$ cat src/rtl/syn_fgyrus_fft_cache_hst_rdr.sv
// Purpose: FFT cache host-port master; on fft_done sweeps the host buffer, streams real samples, then optionally zero-clears it.
// Latency: fft_done -> first read 1 cycle; read -> out_valid P_BFFR_RDELAY+1 cycles; one bin per cycle when out_ready holds.
// Backpressure: reads issue only while outstanding + buffered < P_FIFO_DEPTH, so out_ready low stalls the sweep losslessly.
//
// Ports: clk_ir/rst_sync_l (sync active-low); fft_done start pulse; hst_* cache host port
// (addr, rd/wr strobes, wr data, rd valid/data); out_* valid/ready sample stream with bin index
// and frame-last flag; busy; sticky overrun with overrun_clr.

// Generic register FIFO: push_vld/pop_rdy handshake, synchronous active-low flush.
module syn_fgyrus_fft_cache_hst_rdr_fifo #(
    parameter int W     = 8,
    parameter int DEPTH = 4
) (
    input  logic                       clk_ir,
    input  logic                       rst_sync_l,
    input  logic                       push_vld,
    input  logic [W-1:0]               push_dat,
    output logic                       pop_vld,
    input  logic                       pop_rdy,
    output logic [W-1:0]               pop_dat,
    output logic [$clog2(DEPTH+1)-1:0] count
);
    localparam int AW = (DEPTH > 1) ? $clog2(DEPTH) : 1;
    localparam int CW = $clog2(DEPTH+1);

    logic [W-1:0]  mem [DEPTH];
    logic [AW-1:0] wptr;
    logic [AW-1:0] rptr;
    logic          do_push;
    logic          do_pop;

    assign pop_vld = (count != '0);
    assign pop_dat = mem[rptr];
    assign do_push = push_vld && (count != CW'(DEPTH));
    assign do_pop  = pop_vld && pop_rdy;

    always_ff @(posedge clk_ir) begin
        if (!rst_sync_l) begin
            wptr  <= '0;
            rptr  <= '0;
            count <= '0;
        end else begin
            if (do_push) wptr <= (wptr == AW'(DEPTH-1)) ? '0 : wptr + 1'b1;
            if (do_pop)  rptr <= (rptr == AW'(DEPTH-1)) ? '0 : rptr + 1'b1;
            count <= count + CW'(do_push) - CW'(do_pop);
        end
    end

    // Storage needs no reset; entries are only visible once pushed.
    always_ff @(posedge clk_ir) begin
        if (do_push) mem[wptr] <= push_dat;
    end
endmodule

module syn_fgyrus_fft_cache_hst_rdr #(
    parameter int P_BFFR_DATA_W = 32,
    parameter int P_BFFR_ADDR_W = 8,
    parameter int P_BFFR_RDELAY = 2,
    parameter int P_FIFO_DEPTH  = 4,
    parameter bit P_CLR_EN      = 1'b1
) (
    input  logic                     clk_ir,
    input  logic                     rst_sync_l,
    input  logic                     fft_done,
    output logic [P_BFFR_ADDR_W-1:0] hst_addr,
    output logic                     hst_rd_en,
    output logic                     hst_wr_en,
    output logic [P_BFFR_DATA_W-1:0] hst_wr_data,
    input  logic                     hst_rd_valid,
    input  logic [P_BFFR_DATA_W-1:0] hst_rd_data,
    output logic                     out_valid,
    input  logic                     out_ready,
    output logic [P_BFFR_DATA_W-1:0] out_data,
    output logic [P_BFFR_ADDR_W-1:0] out_idx,
    output logic                     out_last,
    output logic                     busy,
    output logic                     overrun,
    input  logic                     overrun_clr
);
    localparam int CW = $clog2(P_FIFO_DEPTH+1);
    localparam logic [P_BFFR_ADDR_W-1:0] LAST_ADDR = {P_BFFR_ADDR_W{1'b1}};

    typedef enum logic [1:0] {S_IDLE, S_RD, S_WAIT, S_CLR} state_t;

    typedef struct packed {
        logic [P_BFFR_DATA_W-1:0] dat;
        logic [P_BFFR_ADDR_W-1:0] idx;
    } smp_t;

    state_t                   state;
    state_t                   state_nxt;
    logic [P_BFFR_ADDR_W-1:0] rd_addr;
    logic [P_BFFR_ADDR_W-1:0] rtn_idx;
    logic [CW-1:0]            outstanding;
    logic [CW-1:0]            fifo_cnt;
    logic [CW-1:0]            out_nxt;
    logic [CW-1:0]            cnt_nxt;
    logic [CW:0]              occ_nxt;
    logic                     rtn_acc;
    logic                     fifo_pop;
    logic                     credit_ok;
    logic                     rd_issue;
    logic                     wr_nxt;
    logic [P_BFFR_ADDR_W-1:0] addr_nxt;
    smp_t                     push_smp;
    smp_t                     head_smp;

    // Returns with nothing in flight are stray and dropped.
    assign rtn_acc  = hst_rd_valid && (outstanding != '0);
    assign fifo_pop = out_valid && out_ready;

    // Occupancy as it will stand next cycle; the strobe currently on the bus counts as outstanding.
    assign out_nxt   = outstanding + CW'(hst_rd_en) - CW'(rtn_acc);
    assign cnt_nxt   = fifo_cnt + CW'(rtn_acc) - CW'(fifo_pop);
    assign occ_nxt   = {1'b0, out_nxt} + {1'b0, cnt_nxt};
    assign credit_ok = occ_nxt < (CW+1)'(P_FIFO_DEPTH);

    assign hst_wr_data = '0;

    always_ff @(posedge clk_ir) begin
        if (!rst_sync_l) state <= S_IDLE;
        else             state <= state_nxt;
    end

    // WAIT uses the look-ahead occupancy so the first clear write (or idle)
    // lands in the cycle the pipeline has fully drained.
    always_comb begin
        state_nxt = state;
        case (state)
            S_IDLE: if (fft_done) state_nxt = S_RD;
            S_RD:   if (hst_rd_en && hst_addr == LAST_ADDR) state_nxt = S_WAIT;
            S_WAIT: if (out_nxt == '0 && cnt_nxt == '0) state_nxt = P_CLR_EN ? S_CLR : S_IDLE;
            S_CLR:  if (hst_wr_en && hst_addr == LAST_ADDR) state_nxt = S_IDLE;
            default: state_nxt = S_IDLE;
        endcase
    end

    // Next values of the registered host-port strobes and address.
    always_comb begin
        rd_issue = (state_nxt == S_RD) && credit_ok;
        wr_nxt   = (state_nxt == S_CLR);
        addr_nxt = hst_addr;
        if (rd_issue)                 addr_nxt = rd_addr;
        else if (wr_nxt)              addr_nxt = (state == S_CLR) ? hst_addr + 1'b1 : '0;
        else if (state_nxt == S_IDLE) addr_nxt = '0;
    end

    always_ff @(posedge clk_ir) begin
        if (!rst_sync_l) begin
            hst_rd_en   <= 1'b0;
            hst_wr_en   <= 1'b0;
            hst_addr    <= '0;
            busy        <= 1'b0;
            overrun     <= 1'b0;
            rd_addr     <= '0;
            rtn_idx     <= '0;
            outstanding <= '0;
        end else begin
            hst_rd_en   <= rd_issue;
            hst_wr_en   <= wr_nxt;
            hst_addr    <= addr_nxt;
            busy        <= (state_nxt != S_IDLE);
            outstanding <= out_nxt;
            if (state_nxt == S_IDLE) rd_addr <= '0;
            else if (rd_issue)       rd_addr <= rd_addr + 1'b1;
            if (state == S_IDLE)     rtn_idx <= '0;
            else if (rtn_acc)        rtn_idx <= rtn_idx + 1'b1;
            // Set takes priority over clear.
            if (fft_done && state != S_IDLE) overrun <= 1'b1;
            else if (overrun_clr)            overrun <= 1'b0;
        end
    end

    assign push_smp.dat = hst_rd_data;
    assign push_smp.idx = rtn_idx;

    syn_fgyrus_fft_cache_hst_rdr_fifo #(
        .W     ($bits(smp_t)),
        .DEPTH (P_FIFO_DEPTH)
    ) u_out_fifo (
        .clk_ir     (clk_ir),
        .rst_sync_l (rst_sync_l),
        .push_vld   (rtn_acc),
        .push_dat   (push_smp),
        .pop_vld    (out_valid),
        .pop_rdy    (out_ready),
        .pop_dat    (head_smp),
        .count      (fifo_cnt)
    );

    assign out_data = head_smp.dat;
    assign out_idx  = head_smp.idx;
    assign out_last = out_valid && (head_smp.idx == LAST_ADDR);
endmodule

$ cat config.mk
export PLATFORM = sky130hd
export DESIGN_NAME = syn_fgyrus_fft_cache_hst_rdr
export DESIGN_NICKNAME = d
export VERILOG_FILES = /design/src/rtl/syn_fgyrus_fft_cache_hst_rdr.sv
export SDC_FILE = /design/constraint.sdc
export NUM_CORES = 1
export LEC_CHECK = 0
export ABC_CLOCK_PERIOD_IN_PS = 7000
export BUFFER_PORTS_ARGS = -buffer_cell sky130_fd_sc_hd__buf_2
export CELL_PAD_IN_SITES_DETAIL_PLACEMENT = 1
export CELL_PAD_IN_SITES_GLOBAL_PLACEMENT = 1
export CORE_ASPECT_RATIO = 1.75
export CORE_MARGIN = 2
export CORE_UTILIZATION = 53
export CTS_BUF_LIST = sky130_fd_sc_hd__clkbuf_8
export DETAILED_ROUTE_END_ITERATION = 10
export GPL_TIMING_DRIVEN = 0
export PLACE_DENSITY_LB_ADDON = 0.15
export SLEW_MARGIN = 30
export SYNTH_ARGS = -nofsm -noshare
export SYNTH_HDL_FRONTEND = slang
export SYNTH_HIERARCHICAL = 1
export SYNTH_SLANG_ARGS = --single-unit
$ cat constraint.sdc
create_clock -name clk_ir -period 7 [get_ports clk_ir]
set_input_delay 0 -clock clk_ir [delete_from_list [all_inputs] [get_ports clk_ir]]
set_output_delay 0 -clock clk_ir [all_outputs]
set_load 0.01 [all_outputs]
; ---- Word-level counts from Yosys, hierarchy flattened
; Memories as Yosys holds them, arrays and structs flattened. A register that Yosys moved wholly into a read port is not among the register bits.
; Cells that the tools add are included.
; W data, S select, Z words.
[totals]
regBits = 40
latchBits = 0
ram_bits = 160
romBits = 0
inputBits = 38
output_inout_bits = 86
elab_cells = 75
memories = 1
[mem_list]
columns = name, words, width, rd, rd_ports_with_merged_regs, wr, line
row1 = u_out_fifo.mem, 4, 40, 1, 1, 1, 26  ; logic [W-1:0] mem [DEPTH];
[classes]
add_sub_neg = 12
mul = 0
div_mod_pow = 0
magnitude_cmp = 1
n_eq_ne = 10
shift = 0
muxes = 17
bitwise = 1
n_reduce_logical = 21
[op_table]
columns = operator, count
row1 = $mux W8, 4
row2 = $add A8 B1 Y8 const B, 3
row3 = $eq A8 B8 Y1 const B, 2
row4 = $mux W2, 8
row5 = $eq A2 B2 Y1 const B, 5
row6 = $add A3 B1 Y3, 3
row7 = $logic_and A1 B1 Y1, 9
row8 = $reduce_bool A3 Y1, 3
row9 = $sub A3 B1 Y3, 3
row10 = $pmux W2 S4, 1
row11 = $logic_not A3 Y1, 2
row12 = $reduce_bool A2 Y1, 3
row13 = $add A2 B1 Y2 const B, 2
row14 = $add A3 B3 Y4, 1
row15 = $eq A2 B1 Y1 const B, 2
row16 = $logic_not A2 Y1, 2
row17 = $lt A4 B3 Y1 const B, 1
row18 = $mux W1, 4
row19 = $reduce_or A2 Y1, 2
row20 = $ne A3 B3 Y1 const B, 1
row21 = $not A1 Y1, 1

; ---- Depth between registers and ports, before layout
[depth]
word_depth = 12
ltp_mapped = 14
depth_no_buf = 13

; ---- By module
; Netlist, hierarchy kept.
[by_module_without_submodules]
columns = module, instances, cells_per_inst, area_each_um2, seq_area_each_um2
row1 = syn_fgyrus_fft_cache_hst_rdr_fifo, 1, 260, 6252.2, 4984.8
row2 = syn_fgyrus_fft_cache_hst_rdr, 1, 231, 1969.4, 660.6

; ---- Worst setup path before layout
; No wires, ideal clock.
[synth_timing]
kind = register -> register
from = register u_out_fifo.count[1]
to = register rd_addr[7]
setup_time_ps = 70
t_arrival_ps = 3656
t_required_ps = 6930
setup_slack_ps = 3274
path_stages_with_launch = 14
n_path_buf = 0
synth_period_minus_slack_ps = 3726
cell_sequence = dfxtp_1 or3_2 nand2_1 xnor2_1 ha_1 inv_1 fa_1 xor3_1 ha_1 or4_4 a31oi_4 nand4_2 or4_1 a21oi_1
[synth_via]
elab_chain_len = 9
elab_cells_between_ends = 14
cone_classes = 3 x add/sub / 1 x order compare / 1 x eq/ne / 2 x mux / 7 x reduce/logical
[synth_rtl]
columns = element, line
row1 = "start, declared", 21  ; output logic [$clog2(DEPTH+1)-1:0] count
row2 = "start signal, assigned", 45  ; count <= count + CW'(do_push) - CW'(do_pop);
row3 = $reduce_bool A3 Y1 (*), 32  ; assign pop_vld = (count != '0);
row4 = net out_valid, 71  ; output logic out_valid,
row5 = $logic_and A1 B1 Y1 (*), 110  ; assign fifo_pop = out_valid && out_ready;
row6 = $sub A3 B1 Y3 (*), 114  ; assign cnt_nxt = fifo_cnt + CW'(rtn_acc) - CW'(fifo_pop);
row7 = branches (longest 6 deep; another with $add A3 B3 Y4), -
row8 = "end signal, assigned", 165  ; else if (rd_issue) rd_addr <= rd_addr + 1'b1;
row9 = "end, declared", 92  ; logic [P_BFFR_ADDR_W-1:0] rd_addr;
; Mark *: on every way through the listed nets, which the timed path passes.
; A chain may end at the register's enable or synchronous reset.

; ---- Final worst setup path
[layout_timing]
from = register outstanding[1]
to = register rd_addr[7]
[layout_via]
elab_chain_len = 10
elab_cells_between_ends = 17
cone_classes = 5 x add/sub / 1 x order compare / 1 x eq/ne / 2 x mux / 8 x reduce/logical
[layout_rtl]
columns = element, line
row1 = "start, declared", 94  ; logic [CW-1:0] outstanding;
row2 = "start signal, assigned", 163  ; outstanding <= out_nxt;
row3 = $reduce_bool A3 Y1 (*), 109  ; assign rtn_acc = hst_rd_valid && (outstanding != '0);
row4 = $logic_and A1 B1 Y1 (*), 109
row5 = net rtn_acc, 99  ; logic rtn_acc;
row6 = branches (longest 8 deep; another with $add A3 B3 Y4), -
; Marks and branches as above.

==> flow_metrics.py <==
metrics = {
    "place": {
        "dp_slack_ns": 2.79,
        "dp.cells": 799,
        "dpl.hpwl_um": 11600,
        "place_area_mm2": 0.00904,
        "gp_congestion": 0.789,
        "io_buffers": 91,
    },
    "flow_run": {
        "max_cap_violations": 0,
    },
    "sta": {
        "worst_clock_skew_ns": 0.0167,
        "relSlewSlack_pct": 48.6,
        "rsz0062_at_grt": "no",
        "setup_violations": 0,
        "worstMarginPinSlew_ns": 0.766,
        "hold_violations": 0,
        "max_freq_mhz": 241,
        "fin_setup_tns_ns": 0,
        "report.final.slew_viol_count": 0,
        "period_share_pct": 59.4,
        "worst_slack_ns": 2.85,
        "period_needed_ns": 4.15,
    },
    "logic_synthesis": {
        "syn-mean-instance-area_um2": 16.7,
        "syn_area_mm2": 0.00822,
        "synthArstFlopShare_pct": 0,
        "ys.flop_type": "edfxtp_1",
        "synth_edf_count": 160,
        "ys_types": 54,
        "synthesis.instances": 491,
        "yosysWarnings": 6,
        "ys_seq_area_share_pct": 68.7,
        "yosys-top-cells-area": "edfxtp_1 (58%), mux4_2 (11%), dfxtp_1 (10%), buf_4 (2.9%), ha_1 (2.1%)",
        "ys_seq_elements": 202,
        "synth_top_area_share_pct": 58.4,
        "yosysTopAreaCell": "edfxtp_1",
    },
    "power": {
        "peakVddDrop_v": 0.000268,
        "pwr_density_cell_mw_per_mm2": 341,
        "p_leak_nw": 3.68,
    },
    "clock_network": {
        "cts_max_level": 1,
        "cts_max_path_buffers": 3,
        "clk_pin_slew_ns": 0.07,
        "clock_latency_ns": 0.54,
        "cts_buffers": 28,
        "cts.sinks": 202,
        "clockRootBuffer": "clkbuf_8",
        "cts_tree": "yes",
    },
    "layout": {
        "syn_to_final_growth_pct": 21.1,
        "fill_cells": 1483,
        "final_nets": 736,
        "stdcell_area_mm2": 0.00996,
        "stdcell_count": 889,
        "drive_above_1_share_pct": 30.4,
        "insertedDiodeCount": 0,
        "utilization_pct": 65.0,
    },
    "setup_path": {
        "arrival_ns": 4.62,
        "endpoint_kind": "flop",
        "cp-start-kind": "flop",
        "cp.required_ns": 7.46,
        "worst-path-max-fanout": 14,
        "crit_type": "reg2reg",
    },
    "drt": {
        "totalWireLength_um": 17600,
        "drc": 0,
        "wl_per_cell_um": 19.8,
        "num_vias": 4799,
        "viasPerCell": 5.40,
        "drt_iter0_markers": 250,
        "drt_pass1_iterations": 4,
        "ant_nets": 0,
    },
    "floorplan": {
        "rows": 60,
        "initial_core_util_pct": 53.7,
        "fp.dieW_um": 98.2,
        "num_io_pins": 124,
        "die_h_um": 169,
        "core_area_mm2": 0.0153,
        "die-area_mm2": 0.0166,
    },
    "global_route": {
        "grt_pass1_wl_um": 28100,
        "antenna_found_initial": 0,
        "grt-ovfl-total": 0,
        "first_global_vias": 5359,
        "grt_max_degree": 41,
        "grt_usage_pct": 21.5,
    },
    "min_path": {
        "hp-class": "in2reg",
    },
    "run_status": {
        "status": "complete, no violations",
    },
}
critical path: stages (launching register included):
cell and delay [ns]:
dfxtp_1 0.35, o31ai_1 0.50, inv_2 0.24, xnor2_1 0.22
ha_1 0.16, inv_1 0.05, fa_1 0.37, xor3_1 0.22
ha_1 0.30, or4_4 0.49, a31oi_4 0.27, nand4_2 0.20
or4_1 0.55, a21oi_1 0.16
final cells by class:
cell class | instances | area, um2 | area share (%)
clock buffers | 31 | 427 | 4.29
inverters | 18 | 67.6 | 0.679
flip-flops and latches | 202 | 5650 | 56.7
multi-input cells | 255 | 2310 | 23.2
plain buffers | 47 | 328 | 3.29
clock inverters | 21 | 108 | 1.08
repair buffers | 129 | 836 | 8.40
well taps | 186 | 233 | 2.34
final timing paths:
kind,from,end,slack (ns),depth (start not counted)
min reg2reg,rd_addr[7],rd_addr[7],0.50,2
max,outstanding[1],rd_addr[7],2.85,13
min,fft_done,state[0],0.14,4
max reg2reg,outstanding[1],rd_addr[7],2.85,13
synthesized netlist by cell type (2+ instances only):
cell / instances
a21oi_1: 14
a22oi_1: 5
and2_1: 6
and3_1: 4
and3_2: 4
buf_1: 4
buf_4: 32
buf_6: 4
clkbuf_1: 6
dfxtp_1: 42
edfxtp_1: 160
fa_1: 3
ha_1: 14
inv_1: 17
mux2i_1: 2
mux4_2: 40
nand2_1: 21
nand3_1: 19
nand4_1: 7
nor2_1: 23
nor3_1: 2
o21ai_0: 8
o21ai_1: 2
o31ai_1: 4
or3_1: 2
xnor2_1: 9
xor2_1: 9
xor3_1: 2
cells by family (layout without fill, tap and decap cells):
| group | after synthesis | in the layout | share of synthesized area [%] |
|---|---|---|---|
| xor+xnor | 20 | 20 | 2.50 |
| simple gates | 101 | 101 | 6.47 |
| compound gates | 43 | 43 | 3.45 |
| other cells | 1 | 32 | 0.0456 |
| flops | 202 | 202 | 68.7 |
| mux | 42 | 42 | 11.2 |
| fa+ha+maj | 17 | 17 | 2.86 |
| buf+inv | 65 | 246 | 4.81 |
power breakdown:
part / leakage, nW / internal [W] / switching, W
Combinational: 1.58 / 0.000472 / 0.000571
Sequential: 1.78 / 0.00143 / 0.0000570
Clock: 0.318 / 0.000442 / 0.000416
Total: 3.68 / 0.00235 / 0.00104
placed cells by master, fill, tap and decap left out, drive strengths merged, types with 2 or more instances in the layout:
master,count
conb,32
fa,3
nand3,19
mux2i,2
and3,8
xor3,2
buf,132
xor2,9
clkinv,8
nand2,21
o311ai,2
o21ai,10
dfxtp,42
mux4,40
nand4,8
inv,30
edfxtp,160
and2,7
or4,2
a22oi,5
a21oi,14
ha,14
o31ai,4
nor3,2
or3,3
xnor2,9
nor2,23
clkbuf,37
dlygate4sd3,38
through the flow:
step	power, W	hold slack (ns)
2_1_floorplan	0.00221	0.0989
3_3_place_gp	0.00248	0.210
3_5_place_dp	0.00255	0.222
4_1_cts	0.00343	0.127
5_1_grt	0.00357	0.194
6_report	0.00339	0.145
state kept, by name, summed over array words and instances, names as in the netlist, named ones only:
| signal | flops |
|---|---|
| u_out_fifo/wptr | 2 |
| rd_addr | 8 |
| u_out_fifo/count | 3 |
| busy | 1 |
| hst_wr_en | 1 |
| u_out_fifo/rptr | 2 |
| state | 2 |
| outstanding | 3 |
| u_out_fifo/mem | 160 |
| hst_addr | 8 |
| rtn_idx | 8 |
| overrun | 1 |
| hst_rd_en | 1 |
layer usage:
metal	vias up	routed length (um)	global-route usage (%)	part of all wire, %
li1	2210	-	-	-
met3	26	728	3.26	4.1
met1	2447	6180	23.7	35
met5	-	0	0	0
met4	0	383	6.91	2.2
met2	116	10300	41.9	59
timing repair:
| action | CTS | global route |
|---|---|---|
| hold endpoints to repair | 134 | 0 |
| buffers inserted | 0 | 0 |
| hold buffers | 38 | 0 |
| resized for setup | 0 | 0 |
Power figures use the tool's default switching activity.
